$ cat config.mk
export PLATFORM = sky130hd
export DESIGN_NAME = rmt_ctrl_pkt_tx
export DESIGN_NICKNAME = d
export VERILOG_FILES = /design/src/rtl/rmt_ctrl_pkt_pkg.sv /design/src/rtl/rmt_ctrl_pkt_tx_csum.sv /design/src/rtl/rmt_ctrl_pkt_tx.sv
export SDC_FILE = /design/constraint.sdc
export NUM_CORES = 2
export LEC_CHECK = 0
export BUFFER_PORTS_ARGS = -buffer_cell sky130_fd_sc_hd__buf_2
export CAP_MARGIN = 20
export CELL_PAD_IN_SITES_DETAIL_PLACEMENT = 0
export CELL_PAD_IN_SITES_GLOBAL_PLACEMENT = 1
export CORE_AREA = 4 4 699 701
export DETAILED_ROUTE_END_ITERATION = 16
export DIE_AREA = 0 0 703 705
export HOLD_SLACK_MARGIN = 0.15
export PLACE_DENSITY_LB_ADDON = 0.05
export SYNTH_ARGS = -nofsm -noshare
export SYNTH_HDL_FRONTEND = slang
export SYNTH_SLANG_ARGS = --single-unit
$ cat constraint.sdc
create_clock -name clk -period 4.89 [get_ports clk]
set_input_delay 0.489 -clock clk [delete_from_list [all_inputs] [get_ports clk]]
set_output_delay 0.489 -clock clk [all_outputs]
set_load 0.05 [all_outputs]
$ cat src/rtl/rmt_ctrl_pkt_pkg.sv
`timescale 1ns/1ps
`default_nettype none
// ============================================================================
//  Module   : rmt_ctrl_pkt_pkg
//  Brief    : Header constants, byte offsets and FSM encoding shared by the
//             RMT control-packet transmitter.
//  Revision : 1.0  initial release
// ============================================================================
package rmt_ctrl_pkt_pkg;

    // Ethernet + VLAN
    localparam logic [47:0] C_DST_MAC    = 48'h06_07_08_09_0a_0b;
    localparam logic [47:0] C_SRC_MAC    = 48'h00_01_02_03_04_05;
    localparam logic [15:0] C_VLAN_TPID  = 16'h8100;
    localparam logic [15:0] C_VLAN_TCI   = 16'h000f;
    localparam logic [15:0] C_ETH_TYPE   = 16'h0800;

    // IPv4
    localparam logic [7:0]  C_IP_VER_IHL = 8'h45;
    localparam logic [7:0]  C_IP_TOS     = 8'h00;
    localparam logic [15:0] C_IP_ID      = 16'h0001;
    localparam logic [15:0] C_IP_FRAG    = 16'h0000;
    localparam logic [7:0]  C_IP_TTL     = 8'h40;
    localparam logic [7:0]  C_IP_PROTO   = 8'h11;
    localparam logic [31:0] C_SRC_IP     = 32'h6f6f6f6f;
    localparam logic [31:0] C_DST_IP     = 32'hdededede;

    // UDP
    localparam logic [15:0] C_UDP_SRC    = 16'h04d2;
    localparam logic [15:0] C_UDP_DST    = 16'hf1f2;

    // Lengths / offsets (bytes)
    localparam int C_HDR_BYTES       = 50;  // first payload byte
    localparam int C_IP_LEN_BASE     = 32;  // IP hdr + UDP hdr + control hdr
    localparam int C_UDP_LEN_BASE    = 12;  // UDP hdr + control hdr
    localparam int C_MIN_FRAME_BYTES = 60;

    typedef enum logic [1:0] {
        S_IDLE = 2'd0,
        S_CALC = 2'd1,
        S_SEND = 2'd2,
        S_ERR  = 2'd3
    } state_t;

    // Byte-enable mask for the final beat; a zero remainder means a full beat.
    function automatic logic [63:0] last_keep(input logic [5:0] rem);
        return (rem == 6'd0) ? {64{1'b1}} : ((64'd1 << rem) - 64'd1);
    endfunction

endpackage
`default_nettype wire

$ cat src/rtl/rmt_ctrl_pkt_tx_csum.sv
`timescale 1ns/1ps
`default_nettype none
// ============================================================================
//  Module   : ipv4_csum16
//  Brief    : Combinational IPv4 header checksum over ten 16-bit words
//             (checksum field supplied as zero): sum, fold carries, invert.
//  Revision : 1.0  initial release
// ============================================================================
module ipv4_csum16 (
    input  logic [159:0] hdr_words,
    output logic [15:0]  csum
);

    logic [19:0] w_sum;
    logic [16:0] w_fold1;
    logic [15:0] w_fold2;

    // Wide sum of all ten header words; at most 4 carry bits accumulate.
    always_comb begin
        w_sum = '0;
        for (int i = 0; i < 10; i++) begin
            w_sum = w_sum + {4'b0000, hdr_words[16*i +: 16]};
        end
    end

    // Two end-around folds are enough: after the first, a carry leaves <= 8.
    assign w_fold1 = {1'b0, w_sum[15:0]} + {13'b0, w_sum[19:16]};
    assign w_fold2 = w_fold1[15:0] + {15'b0, w_fold1[16]};
    assign csum    = ~w_fold2;

endmodule
`default_nettype wire

$ cat src/rtl/rmt_ctrl_pkt_tx.sv
`timescale 1ns/1ps
`default_nettype none
// ============================================================================
//  Module   : rmt_ctrl_pkt_tx
//  Brief    : Builds Eth/VLAN/IPv4/UDP RMT control packets from a command
//             handshake and streams them on a 512-bit AXI-Stream master.
//  Revision : 1.0  initial release
// ============================================================================
module rmt_ctrl_pkt_tx
    import rmt_ctrl_pkt_pkg::*;
#(
    parameter int C_M_AXIS_DATA_WIDTH  = 512,
    parameter int C_M_AXIS_TUSER_WIDTH = 128,
    parameter int MAX_PAYLOAD_BYTES    = 128
) (
    input  logic                                clk,
    input  logic                                aresetn,
    input  logic                                cmd_valid,
    output logic                                cmd_ready,
    input  logic [7:0]                          cmd_type,
    input  logic [7:0]                          cmd_mod,
    input  logic [15:0]                         cmd_index,
    input  logic [7:0]                          cmd_len,
    input  logic [8*MAX_PAYLOAD_BYTES-1:0]      cmd_payload,
    output logic                                cmd_err,
    output logic [C_M_AXIS_DATA_WIDTH-1:0]      m_axis_tdata,
    output logic [C_M_AXIS_DATA_WIDTH/8-1:0]    m_axis_tkeep,
    output logic [C_M_AXIS_TUSER_WIDTH-1:0]     m_axis_tuser,
    output logic                                m_axis_tvalid,
    input  logic                                m_axis_tready,
    output logic                                m_axis_tlast,
    output logic                                busy,
    output logic [31:0]                         tx_pkt_cnt
);

    localparam int KEEP_W  = C_M_AXIS_DATA_WIDTH / 8;
    localparam int FRAME_W = 3 * C_M_AXIS_DATA_WIDTH;   // frame never exceeds 3 beats
    localparam int PAY_W   = 8 * MAX_PAYLOAD_BYTES;

    state_t              r_state;
    logic                r_cmd_ready;
    logic                r_cmd_err;
    logic [7:0]          r_type;
    logic [7:0]          r_mod;
    logic [15:0]         r_index;
    logic [7:0]          r_len;
    logic [PAY_W-1:0]    r_payload;
    logic [FRAME_W-1:0]  r_frame;
    logic                r_tvalid;
    logic [KEEP_W-1:0]   r_tkeep;
    logic                r_tlast;
    logic [1:0]          r_beats_left;
    logic [31:0]         r_pkt_cnt;

    logic                w_len_bad;
    logic [15:0]         w_ip_len;
    logic [15:0]         w_udp_len;
    logic [7:0]          w_frame_raw;
    logic [7:0]          w_frame_len;
    logic [1:0]          w_beats;
    logic [KEEP_W-1:0]   w_last_keep;
    logic [15:0]         w_csum;
    logic [159:0]        w_ip_hdr_zero;
    logic [399:0]        w_hdr_be;
    logic [FRAME_W-1:0]  w_frame;

    // Length arithmetic on the captured command (stable through CALC and SEND).
    assign w_len_bad   = {1'b0, cmd_len} > 9'(MAX_PAYLOAD_BYTES);
    assign w_ip_len    = 16'(C_IP_LEN_BASE) + {8'h00, r_len};
    assign w_udp_len   = 16'(C_UDP_LEN_BASE) + {8'h00, r_len};
    assign w_frame_raw = 8'(C_HDR_BYTES) + r_len;
    assign w_frame_len = (w_frame_raw < 8'(C_MIN_FRAME_BYTES)) ? 8'(C_MIN_FRAME_BYTES) : w_frame_raw;
    assign w_beats     = w_frame_len[7:6] + {1'b0, |w_frame_len[5:0]};
    assign w_last_keep = last_keep(w_frame_len[5:0]);

    assign w_ip_hdr_zero = {C_IP_VER_IHL, C_IP_TOS, w_ip_len, C_IP_ID, C_IP_FRAG,
                            C_IP_TTL, C_IP_PROTO, 16'h0000, C_SRC_IP, C_DST_IP};

    ipv4_csum16 u_csum (
        .hdr_words (w_ip_hdr_zero),
        .csum      (w_csum)
    );

    // Header in wire order, first byte in the MSBs; index is little-endian on the wire.
    assign w_hdr_be = {C_DST_MAC, C_SRC_MAC, C_VLAN_TPID, C_VLAN_TCI, C_ETH_TYPE,
                       C_IP_VER_IHL, C_IP_TOS, w_ip_len, C_IP_ID, C_IP_FRAG,
                       C_IP_TTL, C_IP_PROTO, w_csum, C_SRC_IP, C_DST_IP,
                       C_UDP_SRC, C_UDP_DST, w_udp_len, 16'h0000,
                       r_type, r_mod, r_index[7:0], r_index[15:8]};

    // Lay the frame out with byte n at bits [8n+:8]; bytes past the payload stay zero as pad.
    always_comb begin
        w_frame = '0;
        for (int n = 0; n < C_HDR_BYTES; n++) begin
            w_frame[8*n +: 8] = w_hdr_be[8*(C_HDR_BYTES-1-n) +: 8];
        end
        for (int k = 0; k < MAX_PAYLOAD_BYTES; k++) begin
            if (9'(k) < {1'b0, r_len}) begin
                w_frame[8*(C_HDR_BYTES+k) +: 8] = r_payload[8*k +: 8];
            end
        end
    end

    // Control FSM with command capture, frame shift register and packet counter.
    always_ff @(posedge clk or negedge aresetn) begin
        if (!aresetn) begin
            r_state      <= S_IDLE;
            r_cmd_ready  <= 1'b0;
            r_cmd_err    <= 1'b0;
            r_type       <= '0;
            r_mod        <= '0;
            r_index      <= '0;
            r_len        <= '0;
            r_payload    <= '0;
            r_frame      <= '0;
            r_tvalid     <= 1'b0;
            r_tkeep      <= '0;
            r_tlast      <= 1'b0;
            r_beats_left <= '0;
            r_pkt_cnt    <= '0;
        end else begin
            case (r_state)
                S_IDLE: begin
                    r_cmd_ready <= 1'b1;
                    if (r_cmd_ready && cmd_valid) begin
                        r_cmd_ready <= 1'b0;
                        r_type      <= cmd_type;
                        r_mod       <= cmd_mod;
                        r_index     <= cmd_index;
                        r_len       <= cmd_len;
                        r_payload   <= cmd_payload;
                        if (w_len_bad) begin
                            r_cmd_err <= 1'b1;
                            r_state   <= S_ERR;
                        end else begin
                            r_state   <= S_CALC;
                        end
                    end
                end
                S_CALC: begin
                    r_frame      <= w_frame;
                    r_tvalid     <= 1'b1;
                    r_tlast      <= (w_beats == 2'd1);
                    r_tkeep      <= (w_beats == 2'd1) ? w_last_keep : {KEEP_W{1'b1}};
                    r_beats_left <= w_beats - 2'd1;
                    r_state      <= S_SEND;
                end
                S_SEND: begin
                    if (m_axis_tready) begin
                        if (r_tlast) begin
                            r_tvalid    <= 1'b0;
                            r_tlast     <= 1'b0;
                            r_tkeep     <= '0;
                            r_frame     <= '0;
                            r_pkt_cnt   <= r_pkt_cnt + 32'd1;
                            r_cmd_ready <= 1'b1;
                            r_state     <= S_IDLE;
                        end else begin
                            r_frame      <= r_frame >> C_M_AXIS_DATA_WIDTH;
                            r_beats_left <= r_beats_left - 2'd1;
                            r_tlast      <= (r_beats_left == 2'd1);
                            r_tkeep      <= (r_beats_left == 2'd1) ? w_last_keep : {KEEP_W{1'b1}};
                        end
                    end
                end
                S_ERR: begin
                    r_cmd_err   <= 1'b0;
                    r_cmd_ready <= 1'b1;
                    r_state     <= S_IDLE;
                end
                default: begin
                    r_state <= S_IDLE;
                end
            endcase
        end
    end

    assign cmd_ready     = r_cmd_ready;
    assign cmd_err       = r_cmd_err;
    assign m_axis_tdata  = r_frame[C_M_AXIS_DATA_WIDTH-1:0];
    assign m_axis_tkeep  = r_tkeep;
    assign m_axis_tuser  = '0;
    assign m_axis_tvalid = r_tvalid;
    assign m_axis_tlast  = r_tlast;
    assign busy          = (r_state != S_IDLE);
    assign tx_pkt_cnt    = r_pkt_cnt;

endmodule
`default_nettype wire

==> metrics.yaml <==
final_layout:
  nFillCells: 50270
  syn2layout_area_growth_pct: 32.84
  num-nets-final: 12450
  stdcell_area_um2: 142500
  drive_gt1_share_pct: 31.15
  layout_commonest_cell: "dfrtp_1"
  layout_common_cells: "dfrtp_1, buf_2, nor2_1"
critical_path:
  arrival_ns: 5.30
  endpoint_kind: "register"
  critPathMaxStageDelay_ns: 0.80
  cp.required_ns: 5.65
  critical-path-top-delay-family: "simple AND/OR/NAND/NOR gates"
  critPathKind: "reg2reg"
  cp-start-kind: "register"
  cp_max_fo: 15
  cp_slowest_cell: "xnor2_2"
  critical_path_buf_inv_count: 5
  critPathLaunch: "r_len[2]$_DFFE_PN0P_"
  crit_top_cell: "buf_4"
  cp_cell_sequence: "buf_4 -> ha_1 -> buf_4 -> a21oi_2 -> xnor2_2 -> nor2_2 -> buf_4 -> inv_1 -> buf_4 -> ha_1 -> o21ai_2 -> nor3_1 -> a31oi_1 -> o21ai_0 -> a31oi_1"
  r2r_start: "r_len[2]$_DFFE_PN0P_"
cts:
  cts_setup_buffers: 0
  cts_tree: "done"
  clk_latency_ns: 0.95
  ctsRootBufferMaster: "clkbuf_16"
  cts_buffers: 334
  htree_num_levels: 5
  clockBufferDepth: 4
  cts_sinks: 2592
  clk_pin_slew_ns: 0.06
detailed_routing:
  routedWlPerCell_um: 28.26
  via_count: 80870
  drc: 0
  viasPerCell: 4.452
  dr.first_iter.drc_count: 4419
  drt_pass1_iterations: 5
  drt_wl_total_um: 513300
  antenna_left: 0
power_and_ir_drop:
  p_leak_nw: 63.22
  powerDensity_nw_per_um2: 775.0
  p_total_w: 0.1104
  ir_drop_mv: 0.4031
timing:
  fin_worst_skew_ns: 0.04199
  setup_viol: 0
  min_period_over_period_pct: 92.71
  rsz0062_at_grt: "false"
  worst_pin_slew_ns: 1.149
  slew_headroom_pct: 22.88
  final.min_clock_period_ns: 4.534
  fin_tns_setup_ns: 0
  max_freq_ghz: 0.2206
  hold_viol: 0
  report.final.slew_viol_count: 0
synthesis:
  yosysTopAreaCellShare_pct: 60.47
  async_reset_ff_share_pct: 100.0
  ys_top_cells_by_area: "dfrtp_1, mux2_2, buf_4"
  ys.flop_type: "dfrtp_1"
  syn_area_um2: 107300
  yosysSeqAreaShare_pct: 60.47
  synth-seq-cells: 2592
  yosysUniqueCellTypes: 75
  synth_edf_count: 0
  yosysWarningCount: 0
  syn_inst: 9081
  yosys.area.top_type: "dfrtp_1"
  synth_area_per_cell_um2: 11.81
place:
  dpl.hpwl_um: 372700
  portBuffers: 1680
  place_congestion: 0.8535
  place_area_um2: 120300
min_path:
  hold_start: "cmd_payload[141]"
  hp-class: "in2reg"
die:
  coreArea_um2: 481800
  start_util_pct: 22.26
  io_pins: 1809
  die_h_um: 705
  die_w_um: 703
  num_rows: 255
  dieArea_um2: 495600
grt:
  grt_first_pass_wirelength_um: 711300
  grt.overflow.total: 0
  grt_start_max_net_pins: 159
  grt_use_total_pct: 20.12
  grt_pass1_vias: 85360
  antenna_found_initial: 280
flow_run:
  drv_cap: 0
outcome:
  status: "finished, final reports clean"
==> path summary, 6_finish.rpt <==
path,end,slack [ns],cells past startpoint
max in group asynchronous,r_frame[468]$_DFFE_PN0P_,2.42,4
worst max-delay path,m_axis_tkeep[42]$_DFFE_PN0P_,0.36,15
worst max register to register,m_axis_tkeep[42]$_DFFE_PN0P_,0.36,15
worst min register to register,r_frame[64]$_DFFE_PN0P_,0.47,2
worst min-delay path,r_payload[141]$_DFFE_PN0P_,0.31,3
min in group asynchronous,r_frame[660]$_DFFE_PN0P_,0.73,3
==> state kept, by name, summed over array words and instances (netlist names), 2 cells and up <==
register      cells
r_frame        1424
m_axis_tkeep     64
r_index          16
r_mod             8
tx_pkt_cnt       32
r_payload      1024
r_beats_left      2
r_type            8
r_state           2
r_len             8
==> synthesized netlist by cell type (8+ instances only) <==
cell type and n:
a211oi_1 11, a21oi_1 415, a221oi_1 498, a22o_1 517, a22oi_1 28, a31oi_1 29
and3_1 44, buf_1 30, buf_2 29, buf_4 642, clkbuf_1 526, dfrtp_1 2592
ha_1 20, inv_1 20, mux2_2 1059, nand2_1 696, nand2b_1 15, nand3_1 40
nand4_1 18, nor2_1 1237, nor2b_1 9, nor3_1 33, o21a_1 8, o21ai_0 382
o21ai_1 8, or3_1 10, xnor2_1 32, xor2_1 25
==> final cells by class <==
cell class | count | area (um^2) | share of cell area (%)
inverters | 23 | 93.84 | 0.06586
clock inverters | 93 | 1006 | 0.7060
repair buffers | 3041 | 22160 | 15.55
multi-input cells | 5365 | 35950 | 25.23
diodes | 113 | 282.8 | 0.1984
clock buffers | 515 | 10090 | 7.082
flip-flops and latches | 2592 | 64870 | 45.53
well taps | 6425 | 8039 | 5.642
==> cells by family after synthesis <==
kind of cell / after synthesis / synth area share, %
xor+xnor: 60 / 0.5109
fa+ha+maj: 20 / 0.2333
flops: 2592 / 60.47
other cells: 1 / 0.003496
buf+inv: 1251 / 6.665
compound gates: 1958 / 13.04
simple gates: 2132 / 7.884
mux: 1067 / 11.19
==> power by group <==
| group | total (W) | internal, W | switching, W |
|---|---|---|---|
| logic | 0.0477 | 0.0150 | 0.0326 |
| clock network | 0.0251 | 0.0148 | 0.0103 |
| registers | 0.0377 | 0.0316 | 0.00607 |
==> per-stage QoR <==
step | std cells | setup slack, ns | utilization, % | hold WS, ns
6_report | 18170 | 0.3564 | 29.58 | 0.3096
5_1_grt | 18110 | 0.1266 | 29.55 | 0.2242
4_1_cts | 18050 | 0.3364 | 29.50 | 0.1702
3_5_place_dp | 16370 | 0.3834 | 24.98 | 0.4622
3_3_place_gp | 16360 | 0.3853 | 24.94 | 0.4534
2_1_floorplan | 9208 | 0.4327 | - | 0.1934
==> timing repair <==
| action | in CTS | in global routing |
|---|---|---|
| endpoints found under the hold margin | 1154 | 0 |
| hold buffers | 1068 | 0 |
| gates resized for setup | 0 | 0 |
==> worst reg2reg max path: stages (launching register included) <==
cell and delay, ns:
dfrtp_1 0.37, buf_4 0.18, ha_1 0.19, buf_4 0.17
a21oi_2 0.10, xnor2_2 0.80, nor2_2 0.10, buf_4 0.25
inv_1 0.09, buf_4 0.15, ha_1 0.44, o21ai_2 0.25
nor3_1 0.77, a31oi_1 0.20, o21ai_0 0.21, a31oi_1 0.10
==> metal layers <==
metal	wire length, um	global-route usage (%)	vias up
li1	-	-	36220
met1	212400	24.75	41600
met2	255000	35.11	2118
met3	26800	4.185	839
met4	18460	6.136	106
met5	630	0	-
Note: power is estimated with default switching activity, not from simulation.
